<file path="config.mk">
export PLATFORM = sky130hd
export DESIGN_NAME = ks_param_data_path
export DESIGN_NICKNAME = d
export VERILOG_FILES = /design/src/rtl/ks_param_data_path.sv
export SDC_FILE = /design/constraint.sdc
export NUM_CORES = 1
export LEC_CHECK = 0
export BUFFER_PORTS_ARGS = -buffer_cell sky130_fd_sc_hd__clkbuf_2
export CAP_MARGIN = 5
export CORE_MARGIN = 2
export CORE_UTILIZATION = 55
export CTS_CLUSTER_DIAMETER = 40
export CTS_CLUSTER_SIZE = 40
export DETAILED_ROUTE_END_ITERATION = 10
export GPL_ROUTABILITY_DRIVEN = 0
export HOLD_SLACK_MARGIN = 0.12
export MAX_ROUTING_LAYER = met4
export PLACE_DENSITY = 0.89
export SLEW_MARGIN = 0
export SYNTH_ARGS = -nofsm -noshare
export SYNTH_HDL_FRONTEND = slang
export SYNTH_SLANG_ARGS = --single-unit
</file>
<file path="constraint.sdc">
create_clock -name clk -period 4.5 [get_ports clk]
set_input_delay 0.225 -clock clk [delete_from_list [all_inputs] [get_ports clk]]
set_output_delay 0.225 -clock clk [all_outputs]
set_load 0.01 [all_outputs]
</file>
<file path="src/rtl/ks_param_data_path.sv">
// ks_param_data_path: parametrised K&S datapath with PC, IR, register file, 4-op ALU and registered flags.
// Define KS_DP_R0_ZERO_EN to hard-wire reg[0] to zero (reads 0, writes discarded).
module ks_param_data_path #(
   parameter int DATA_W = 16,
   parameter int ADDR_W = 5,
   parameter int NREGS  = 4
) (
   input  logic              clk,
   input  logic              rst_n,
   input  logic              branch,
   input  logic              pc_enable,
   input  logic              ir_enable,
   input  logic              addr_sel,
   input  logic              c_sel,
   input  logic [1:0]        operation,
   input  logic              write_reg_enable,
   input  logic              flags_reg_enable,
   output logic [DATA_W-1:0] instruction,
   output logic              zero_op,
   output logic              neg_op,
   output logic              unsigned_overflow,
   output logic              signed_overflow,
   output logic [ADDR_W-1:0] ram_addr,
   output logic [DATA_W-1:0] data_out,
   input  logic [DATA_W-1:0] data_in
);
   localparam int RAW = $clog2(NREGS);
   localparam int MSB = DATA_W - 1;
   localparam logic [ADDR_W-1:0] PC_STEP = ADDR_W'(1);

   logic [ADDR_W-1:0] pc;
   logic [DATA_W-1:0] ir;
   logic [DATA_W-1:0] regs [NREGS];

   logic [RAW-1:0]    a_addr;
   logic [RAW-1:0]    b_addr;
   logic [RAW-1:0]    c_addr;
   logic [ADDR_W-1:0] mem_addr;
   logic [DATA_W-1:0] a_val;
   logic [DATA_W-1:0] b_val;
   logic [DATA_W-1:0] c_val;
   logic              reg_we;

   logic [DATA_W:0]   alu_ext;
   logic [DATA_W-1:0] alu_result;
   logic              alu_uovf;
   logic              alu_sovf;

   assign c_addr   = ir[RAW-1:0];
   assign b_addr   = ir[2*RAW-1:RAW];
   assign a_addr   = ir[3*RAW-1:2*RAW];
   assign mem_addr = ir[ADDR_W-1:0];

`ifdef KS_DP_R0_ZERO_EN
   assign a_val  = (a_addr == '0) ? '0 : regs[a_addr];
   assign b_val  = (b_addr == '0) ? '0 : regs[b_addr];
   assign reg_we = write_reg_enable && (c_addr != '0);
`else
   assign a_val  = regs[a_addr];
   assign b_val  = regs[b_addr];
   assign reg_we = write_reg_enable;
`endif

   // The extra top bit of alu_ext is the carry for ADD and the borrow for SUB.
   always_comb begin
      alu_ext    = '0;
      alu_result = '0;
      alu_uovf   = 1'b0;
      alu_sovf   = 1'b0;
      case (operation)
         2'b00: begin
            alu_ext    = {1'b0, a_val} + {1'b0, b_val};
            alu_result = alu_ext[MSB:0];
            alu_uovf   = alu_ext[DATA_W];
            alu_sovf   = (a_val[MSB] == b_val[MSB]) && (alu_result[MSB] != a_val[MSB]);
         end
         2'b01: begin
            alu_ext    = {1'b0, a_val} - {1'b0, b_val};
            alu_result = alu_ext[MSB:0];
            alu_uovf   = alu_ext[DATA_W];
            alu_sovf   = (a_val[MSB] != b_val[MSB]) && (alu_result[MSB] != a_val[MSB]);
         end
         2'b10:   alu_result = a_val | b_val;
         default: alu_result = a_val & b_val;
      endcase
   end

   assign c_val = c_sel ? data_in : alu_result;

   always_ff @(posedge clk or negedge rst_n) begin
      if (!rst_n) begin
         pc <= '0;
         ir <= '0;
      end else begin
         if (pc_enable)
            pc <= branch ? mem_addr : pc + PC_STEP;
         if (ir_enable)
            ir <= data_in;
      end
   end

   always_ff @(posedge clk or negedge rst_n) begin
      if (!rst_n) begin
         for (int i = 0; i < NREGS; i++)
            regs[i] <= '0;
      end else if (reg_we) begin
         regs[c_addr] <= c_val;
      end
   end

   always_ff @(posedge clk or negedge rst_n) begin
      if (!rst_n) begin
         zero_op           <= 1'b0;
         neg_op            <= 1'b0;
         unsigned_overflow <= 1'b0;
         signed_overflow   <= 1'b0;
      end else if (flags_reg_enable) begin
         zero_op           <= (alu_result == '0);
         neg_op            <= alu_result[MSB];
         unsigned_overflow <= alu_uovf;
         signed_overflow   <= alu_sovf;
      end
   end

   assign instruction = ir;
   assign ram_addr    = addr_sel ? mem_addr : pc;
   assign data_out    = a_val;

endmodule

</file>
### Yosys cells after proc, flatten, opt, wreduce, memory -nomap -nowiden

Index checks and enable logic that the tools add are counted.
Widths: inputs -> output; s select.

* register bits: 89
* output and inout port bits: 41

* add/subtract/negate cells: 3
* magnitude comparators: 4
* equal/unequal tests: 6
* multiplexer cells: 15
* bitwise operators: 5
* reduce and logical (&&, ||, !) cells: 5

Operators by type and width (count)
* $mux 16: 6
* $bmux 16 s2: 2
* $bwmux 64: 1
* $pmux 16 s3: 1
* $demux 16 s2: 1
* $add 16x16->17: 1
* $sub 16x16->17: 1
* $and 16x16->16: 1
* $logic_not 16->1: 1
* $or 16x16->16: 1
* $mux 5: 2
* $ge 3x3->1 const B: 3
* $not 2->3: 3
* $add 5x1->5 const B: 1
* $pmux 1 s2: 2
* $logic_and 1x1->1: 3
* $lt 3x1->1 const B: 1
* $ne 1x1->1: 3
* $eq 2x1->1 const B: 1
* $eq 2x2->1 const B: 1
* $logic_not 2->1: 1
* $eq 1x1->1: 1

### Logic depth before layout (Yosys ltp)

Gate-level depths: netlist (run 1).

* depth in word-level cells: 8
* mapped depth: 16
* gate-level depth less buffers: 14

### Least setup slack after synthesis (run 1)

OpenSTA, ideal clock, no wires.

* kind: register to register
* start: register ir[2], in the netlist instruction[2]
* end: register zero_op
* library setup time: 0.076 ns
* arrival: 4.373 ns
* data required time: 4.424 ns
* slack: 0.050 ns
* cell stages (with the launch flop): 13
* buffers on the path: 2
* period minus slack after synthesis: 4.450 ns
* cell sequence: dfrtp_1 -> clkbuf_1 -> clkbuf_1 -> mux4_2 -> ha_1 -> inv_1 -> fa_1 -> mux4_2 -> or4b_1 -> or4_4 -> nor4b_2 -> nand4_1 -> o21ai_1

* cells in the longest elaborated chain, start to end: 7

Ends and longest elaborated chain
* start, declared: line 32 `logic [DATA_W-1:0] ir;`
* start signal, assigned: line 98 `ir <= data_in;`
* $not 2->3 (not written as such) (*): line 60 `assign b_val = regs[b_addr];`
* $bmux 16 s2 (*): line 60
* $mux 16 (not written as such) (*) (2 in a row): line 60
* $sub 16x16->17 (tied with other cells): line 78 `alu_ext = {1'b0, a_val} - {1'b0, b_val};`
* $pmux 16 s3 (*): line 70 `case (operation)`
* $logic_not 16->1 (*): line 118 `zero_op <= (alu_result == '0);`
* end signal, assigned: line 118
* end, declared: line 19 `output logic zero_op,`

Mark *: on every way between the ends. The rest lies on a longest branch, timed or not. The select of a mux whose other input is x is not followed.
A chain may end at the register's enable or synchronous reset.

### Worst setup path in the final report (run 1)

* start: register ir[4], in the netlist instruction[4]
* end: register regs[45] (netlist bit)

* cells in the longest elaborated chain, start to end: 8

Ends and longest elaborated chain
* $not 2->3 (not written as such) (*): line 59 `assign a_val = regs[a_addr];`
* $bmux 16 s2 (*): line 59
* $mux 16 (not written as such) (*) (2 in a row): line 59
* $sub 16x16->17 (tied with other cells): line 78
* $pmux 16 s3 (*): line 70
* $mux 16 (*): line 88 `assign c_val = c_sel ? data_in : alu_result;`
* $bwmux 64 (*): line 107 `regs[c_addr] <= c_val;`
* end signal, assigned by index: line 107
* end, declared: line 33 `logic [DATA_W-1:0] regs [NREGS];`

Marks and branches as above.

==> reports/metrics.cfg, run 1 <==
[run_status]
outcome = finished, final reports clean

[critical_path]
worstPathRequired_ns = 4.71
cp_num_buf_inv = 2
critPathTopFamily = compound AO/OA/AOI/OAI gates
r2r-end = regs[45]
cp-start-kind = register
cp_data_arrival_time_ns = 4.45
worst-setup-path-type = register to register
rr_worst_depth = 12
worstPathMaxFanout = 10
worst_path_max_delay_cell = mux4_2
cpMostUsedCell = o21ai_0
max_stage_delay_ns = 0.63
r2r-start = instruction[4]
endpoint_kind = register
path_cells = buf_4 > mux4_2 > inv_1 > ha_1 > a21oi_1 > o211ai_1 > a2111oi_0 > o21ai_0 > o2111ai_1 > a21boi_0 > mux2i_1 > o21ai_0
r2r_setup_slack_ns = 0.26

[synth]
synth_cell_type_count = 71
syn_inst = 719
yosys.area_share.simple_pct = 13.5
dominantRegCellSynth = dfrtp_1
synth_top_family_by_area = compound AO/OA/AOI/OAI gates
synthArstFlopShare_pct = 100
syn_nets = 797
yosys.area_share.adder_pct = 9.60
synth_top_area_share_pct = 32.7
yosysWarnings = 0
synth.area.top_cells = dfrtp_1 33%, mux4_2 11%, ha_1 9.0%
yosys.area.top_type = dfrtp_1
netlist_area_um2 = 6800
ys_seq_area_share_pct = 32.7
synth-seq-cells = 89
synth_edf_count = 0
synth_compound_area_share_pct = 18.6
synth_xor_area_share_pct = 1.16
syn_area_per_cell_um2 = 9.46
synthMuxAreaShare_pct = 17.6

[clock_network]
cts.clk_slew.worst_paths_ns = 0.06
htree_num_levels = 3
cts_made_buffers = 9
cts-root-buf = clkbuf_16
clk_path_buf_depth = 2
clkLatencyLatePin_ns = 0.34
cts_tree = done
cts.sinks = 89
post-cts-setup-buffer-count = 0

[floorplan]
core_um2 = 12100
pin_count = 68
die_area_um2 = 13300
die_w_um = 115
fp-row-count = 40
dieHeight_um = 115
start_util_pct = 56.4

[drt]
drc = 0
num_vias = 6131
drt_pass1_iterations = 5
wl_um = 19100
vias_per_cell = 6.56
first_iter_violations = 694
routedWlPerCell_um = 20.4
ant_nets = 0

[hold_path]
min_path_cells = 2
hold_path.class = input pin to register
hold-path-endpoint = instruction[13]
worstHoldStart = data_in[13]

[pwr]
vdd_ir_drop_max_uv = 342
p_int_uw = 3020
powerDensity_nw_per_um2 = 769
p_leak_uw = 0.00340
pwr-share-comb_pct = 63.8
clkPwrFrac_pct = 12.7
seqPwrFrac_pct = 23.5
p_sw_uw = 2730
swShare_pct = 47.5

[final_layout]
final_net_count = 843
layout-drive-gt1-share_pct = 22.0
multi_input_area_um2 = 4130
fillers = 909
stdcell_count = 935
n_antenna_cell = 0
final_area_um2 = 7480
seqCellArea_um2 = 2230
area_delta_synth_final_pct = 9.99

[grt]
grt_pass1_wl_um = 30900
antenna_found_initial = 0
first_global_vias = 6082
grt_max_degree = 51
grt_util_all_layers_pct = 30.8
overflow = 0

[sta]
worst_pin_slew_ns = 1.22
timing.fmax_mhz = 236
slew-limit-headroom_pct = 18.1
rsz0062_at_grt = false
setup_viol = 0
drv_slew = 0
period_share_pct = 94.3
min_period_ns = 4.24
final.setup_skew_ns = 0.0104
finalHoldViolCount = 0
setup_tns_ns = 0
whs_ns = 0.140
layout_setup_ws_ns = 0.258

[place]
postPlaceCellArea_um2 = 7170
io_buffers = 67
placed_cells = 921
place_ws_ns = 0.393
dp_hpwl_um = 13500

[job]
maxCapViolCount = 0

-- layer usage --
| metal | vias up | wire, µm | GRT usage (%) | share of wire, % |
|---|---|---|---|---|
| met2 | 411 | 9260 | 48.5 | 48 |
| met1 | 2955 | 7250 | 37.6 | 38 |
| met5 | - | 0 | - | 0 |
| met4 | 0 | 754 | 14.7 | 3.9 |
| li1 | 2687 | - | - | - |
| met3 | 78 | 1840 | 7.12 | 9.6 |
-- placed cells by master (no fill, tap or decap), types with 6 or more instances in the layout --
master     instances
dfrtp_1           89
clkbuf_16          9
mux4_2            33
o21bai_1           6
nand3_1            6
inv_1             51
xnor2_1            8
a211oi_1          10
buf_4             13
o211ai_1           7
mux2i_1           15
ha_1              49
o21ai_0           81
clkbuf_2          66
nor3_1            10
nor2b_1            7
nand2_1          100
a21oi_1           37
mux2_2            27
nor2_1            38
-- sequential cells by signal, summed over array words and instances, names as in the netlist --
name and flops:
zero_op 1, neg_op 1, unsigned_overflow 1, pc 5, signed_overflow 1, instruction 16, regs 64
-- how the worst max path moves through the flow --
| stage | depth (start not counted) | startpoint | slack [ns] | endpoint |
|---|---|---|---|---|
| final | 12 | instruction[4] | 0.26 | regs[45] |
| after global routing | 14 | instruction[4] | 0.02 | zero_op |
| after CTS | 13 | instruction[4] | 0.32 | regs[15] |
| after detailed placement | 14 | instruction[4] | 0.39 | zero_op |
| after global placement | 14 | instruction[4] | 0.45 | zero_op |
| after floorplan | 12 | instruction[2] | 0.05 | zero_op |
-- worst register-to-register path, delay by kind of cell (launching register included) --
family          cells  cell delay, ns
buf+inv             2            0.39
compound gates      7            2.11
fa+ha+maj           1            0.33
mux                 2            0.87
flops               1            0.40
-- final cells by class --
class / instances / area share (%)
clock buffer: 10 / 3.19
clock inverter: 3 / 0.585
inverter: 52 / 2.61
multi-input combinational: 533 / 55.2
sequential: 89 / 29.8
tap: 168 / 2.81
timing repair buffer: 80 / 5.85
-- power groups by stage --
stage          Combinational, µW  Clock [µW]  Sequential (µW)
2_1_floorplan               2710           0             1260
4_1_cts                     3550         731             1330
3_3_place_gp                3400           0             1300
6_report                    3670         733             1350
5_1_grt                     4020         765             1370
3_5_place_dp                3490           0             1330
-- cell usage after synthesis, types with 3 or more instances --
library cell	n
nand2_1	100
dfrtp_1	89
o21ai_0	81
inv_1	51
ha_1	49
nor2_1	38
a21oi_1	37
mux4_2	33
clkbuf_1	31
mux2_2	27
mux2i_1	15
a211oi_1	10
nor3_1	10
xnor2_1	8
nor2b_1	7
o211ai_1	7
nand3_1	6
o21bai_1	6
a31oi_1	5
and3_1	5
clkbuf_8	5
nand4_1	5
o22ai_1	5
a21o_1	4
buf_6	4
nand2b_1	4
a2111oi_0	3
a32oi_1	3
buf_1	3
nand3b_1	3
nor4_1	3
o21a_1	3
o21ai_1	3
o221ai_1	3
o31ai_1	3
-- through the flow --
| step | power, µW | utilization (%) |
|---|---|---|
| 2_1_floorplan | 3970 | - |
| 3_3_place_gp | 4690 | 59.5 |
| 3_5_place_dp | 4820 | 59.5 |
| 4_1_cts | 5620 | 61.9 |
| 5_1_grt | 6160 | 62.0 |
| 6_report | 5750 | 62.0 |
-- what timing repair did --
item | in CTS | in global routing
gates resized for setup | 0 | 3
endpoints found under the setup margin | 0 | 4
hold buffers | 1 | 0
endpoints found under the hold margin | 39 | 0
-- kinds of logic (layout without fill, tap and decap cells) --
family / count (synthesis) / in the layout
compound gates: 200 / 200
simple gates: 198 / 198
buf+inv: 97 / 145
flops: 89 / 89
mux: 75 / 75
fa+ha+maj: 51 / 51
xor+xnor: 9 / 9
No activity file was read; power rests on OpenSTA's default activity.
==> run 2, diff against run 1 <==
REMOVE_ABC_BUFFERS = 1   (was unset)
==> run 2 against run 1 <==
  * Largest cell class unchanged
  * Design area fell by 0.20%
  * Critical path type unchanged
  * Wire length down 4.4%
  * Critical endpoint unchanged
  * Maximum frequency is 1.8% lower
  * Utilization shrank 0.12 points
  * Highest routed layer unchanged
  * Clock skew decreased by 0.0031 ns
==> reports/metrics.cfg, run 2 (synthesized netlist as in run 1, its figures left out) <==
[run_status]
outcome = finished, final reports clean  ; unchanged

[final_layout]
area_delta_synth_final_pct = 9.77  ; was 9.99%
final_net_count = 841  ; was 843
final_area_um2 = 7470  ; was 7480 µm²
layout-drive-gt1-share_pct = 21.8  ; was 22.0%
final_common_cell = nand2_1  ; unchanged
fillers = 885  ; was 909
seqCellArea_um2 = 2230  ; about the same
layout_common_cells = 100 x nand2_1, 88 x dfrtp_1, 81 x o21ai_0, 66 x clkbuf_2, 51 x inv_1  ; was 100 x nand2_1, 89 x dfrtp_1, 81 x o21ai_0, 66 x clkbuf_2, 51 x inv_1
stdcell_count = 935  ; unchanged
largest_register_ff_count = 64  ; unchanged
max_flop_register = regs  ; unchanged
n_antenna_cell = 0  ; unchanged
multi_input_area_um2 = 4110  ; was 4130 µm²

[critical_path]
max_stage_delay_ns = 0.62  ; was 0.63 ns
worstPathMaxFanout = 9  ; was 10
crit_end = regs[45]  ; unchanged
startpoint = instruction[2]  ; was instruction[4]
r2r-end = regs[45]  ; unchanged
cp_data_arrival_time_ns = 4.53  ; was 4.45 ns
r2r_setup_slack_ns = 0.18  ; was 0.26 ns
rr_worst_depth = 12  ; unchanged
worst-setup-path-type = register to register  ; unchanged
endpoint_kind = register  ; unchanged
r2r-start = instruction[2]  ; was instruction[4]
worst_path_max_delay_cell = a2111oi_0  ; was mux4_2
path_cells = buf_4 > mux4_2 > inv_1 > ha_1 > o21ai_0 > o211ai_1 > a2111oi_0 > o21ai_0 > o2111ai_1 > a21boi_0 > mux2i_1 > o21ai_0  ; was buf_4 > mux4_2 > inv_1 > ha_1 > a21oi_1 > o211ai_1 > a2111oi_0 > o21ai_0 > o2111ai_1 > a21boi_0 > mux2i_1 > o21ai_0
worstPathRequired_ns = 4.71  ; about the same
cpMostUsedCell = o21ai_0  ; unchanged
cp-start-kind = register  ; unchanged

[place]
placed_cells = 919  ; was 921
dp_hpwl_um = 13100  ; was 13500 µm
io_buffers = 67  ; unchanged
postPlaceCellArea_um2 = 7160  ; was 7170 µm²

[grt]
grtUsageMet2_pct = 44.4  ; was 48.5%
grt_most_used_layer = met2  ; unchanged
grt_pass1_wl_um = 29400  ; was 30900 µm
grt_util_met1_pct = 38.3  ; was 37.6%
first_global_vias = 5697  ; was 6082
antenna_found_initial = 0  ; unchanged
grt_util_all_layers_pct = 29.4  ; was 30.8%
overflow = 0  ; unchanged
grt_max_degree = 69  ; was 51
grtUsageMet3_pct = 6.17  ; was 7.12%

[drt]
first_iter_violations = 549  ; was 694
ant_nets = 0  ; unchanged
wl_um = 18300  ; was 19100 µm
routedWlPerCell_um = 19.5  ; was 20.4 µm
vias_per_cell = 6.41  ; was 6.56
drt_pass1_iterations = 5  ; unchanged
num_vias = 5991  ; was 6131
drc = 0  ; unchanged

[floorplan]
dieHeight_um = 115  ; unchanged
die_w_um = 115  ; unchanged
start_util_pct = 56.4  ; unchanged
pin_count = 68  ; unchanged
core_um2 = 12100  ; unchanged
die_area_um2 = 13300  ; unchanged
fp-row-count = 40  ; unchanged

[sta]
final.setup_skew_ns = 0.00735  ; was 0.0104 ns
period_share_pct = 96.0  ; was 94.3%
min_period_ns = 4.32  ; was 4.24 ns
timing.fmax_mhz = 231  ; was 236 MHz
setup_viol = 0  ; unchanged
finalHoldViolCount = 0  ; unchanged
slew-limit-headroom_pct = 12.3  ; was 18.1%
drv_slew = 0  ; unchanged
rsz0062_at_grt = false  ; unchanged
worst_pin_slew_ns = 1.31  ; was 1.22 ns
setup_tns_ns = 0  ; unchanged

[clock_network]
clkLatencyLatePin_ns = 0.34  ; about the same
cts.clk_slew.worst_paths_ns = 0.06  ; about the same
cts-root-buf = clkbuf_16  ; unchanged
clk_path_buf_depth = 2  ; unchanged
post-cts-setup-buffer-count = 0  ; unchanged
cts_tree = done  ; unchanged
htree_num_levels = 3  ; unchanged
cts_made_buffers = 9  ; unchanged
cts.sinks = 89  ; unchanged

[pwr]
vdd_ir_drop_max_uv = 397  ; was 342 µV
p_leak_uw = 0.00339  ; was 0.00340 µW
powerDensity_nw_per_um2 = 761  ; was 769 nW/µm²

[job]
maxCapViolCount = 0  ; unchanged

[hold_path]
hold_path.class = input pin to register  ; unchanged

run 2: cell count changes in the layout (fill, tap and decap cells not counted), sizes merged:
| cell | change |
|---|---|
| buf | -2 |
| clkbuf | +2 |
run 2: area by class of cell:
| cell class | instances | area share [%] |
|---|---|---|
| tap | 168 | 2.82 |
| timing repair buffer | 78 | 5.66 |
| sequential | 89 | 29.8 |
| clock inverter | 3 | 0.536 |
| clock buffer | 12 | 3.43 |
| inverter | 52 | 2.61 |
| multi-input combinational | 533 | 55.1 |
run 2: layer usage:
metal	routed length (µm)	part of all wire, %	up-vias
li1	-	-	2685
met1	7260	40	2860
met2	8480	46	373
met3	1810	9.9	73
met4	701	3.8	0
met5	0	0	-
run 2: timing repair:
| item | CTS | global route |
|---|---|---|
| gates resized for setup | 0 | 1 |
| hold buffers | 1 | 0 |
| setup endpoints to repair | 0 | 4 |
| hold endpoints to repair | 21 | 0 |
run 2: metrics by stage:
step	setup slack, ns	hold WS, ns	total power (µW)	util, %
CTS	0.302	0.130	5570	61.9
finish	0.180	0.134	5680	61.9
floorplan	0.335	-0.0706	3870	-
global placement	0.454	0.124	4660	59.4
detailed placement	0.342	0.128	4780	59.4
global route	0.0132	0.143	6080	61.9
run 2: worst min path at each step:
| stage | startpoint | end | slack, ns | cells past startpoint |
|---|---|---|---|---|
| 6_report | data_in[8] | instruction[8] | 0.13 | 2 |
| 5_1_grt | data_in[8] | instruction[8] | 0.14 | 2 |
| 4_1_cts | data_in[7] | instruction[7] | 0.13 | 2 |
| 3_5_place_dp | rst_n | regs[32] | 0.13 | 1 |
| 3_3_place_gp | rst_n | regs[32] | 0.12 | 1 |
| 2_1_floorplan | rst_n | instruction[0] | -0.07 | 0 |
run 2: power breakdown:
part / internal (µW) / total [µW] / switching (µW) / leakage (µW)
Combinational: 1460 / 3600 / 2140 / 0.00216
Sequential: 1090 / 1340 / 244 / 0.00109
Clock: 456 / 751 / 296 / 0.000148
Total: 3010 / 5680 / 2680 / 0.00339
run 2: worst max-delay path, delay by kind of cell (launching register included):
kind | cells | cell delay (ns)
AOI/OAI and AO/OA | 7 | 2.19
adders and majority gates | 1 | 0.32
buffers and inverters | 2 | 0.40
DFF | 1 | 0.47
muxes | 2 | 0.80
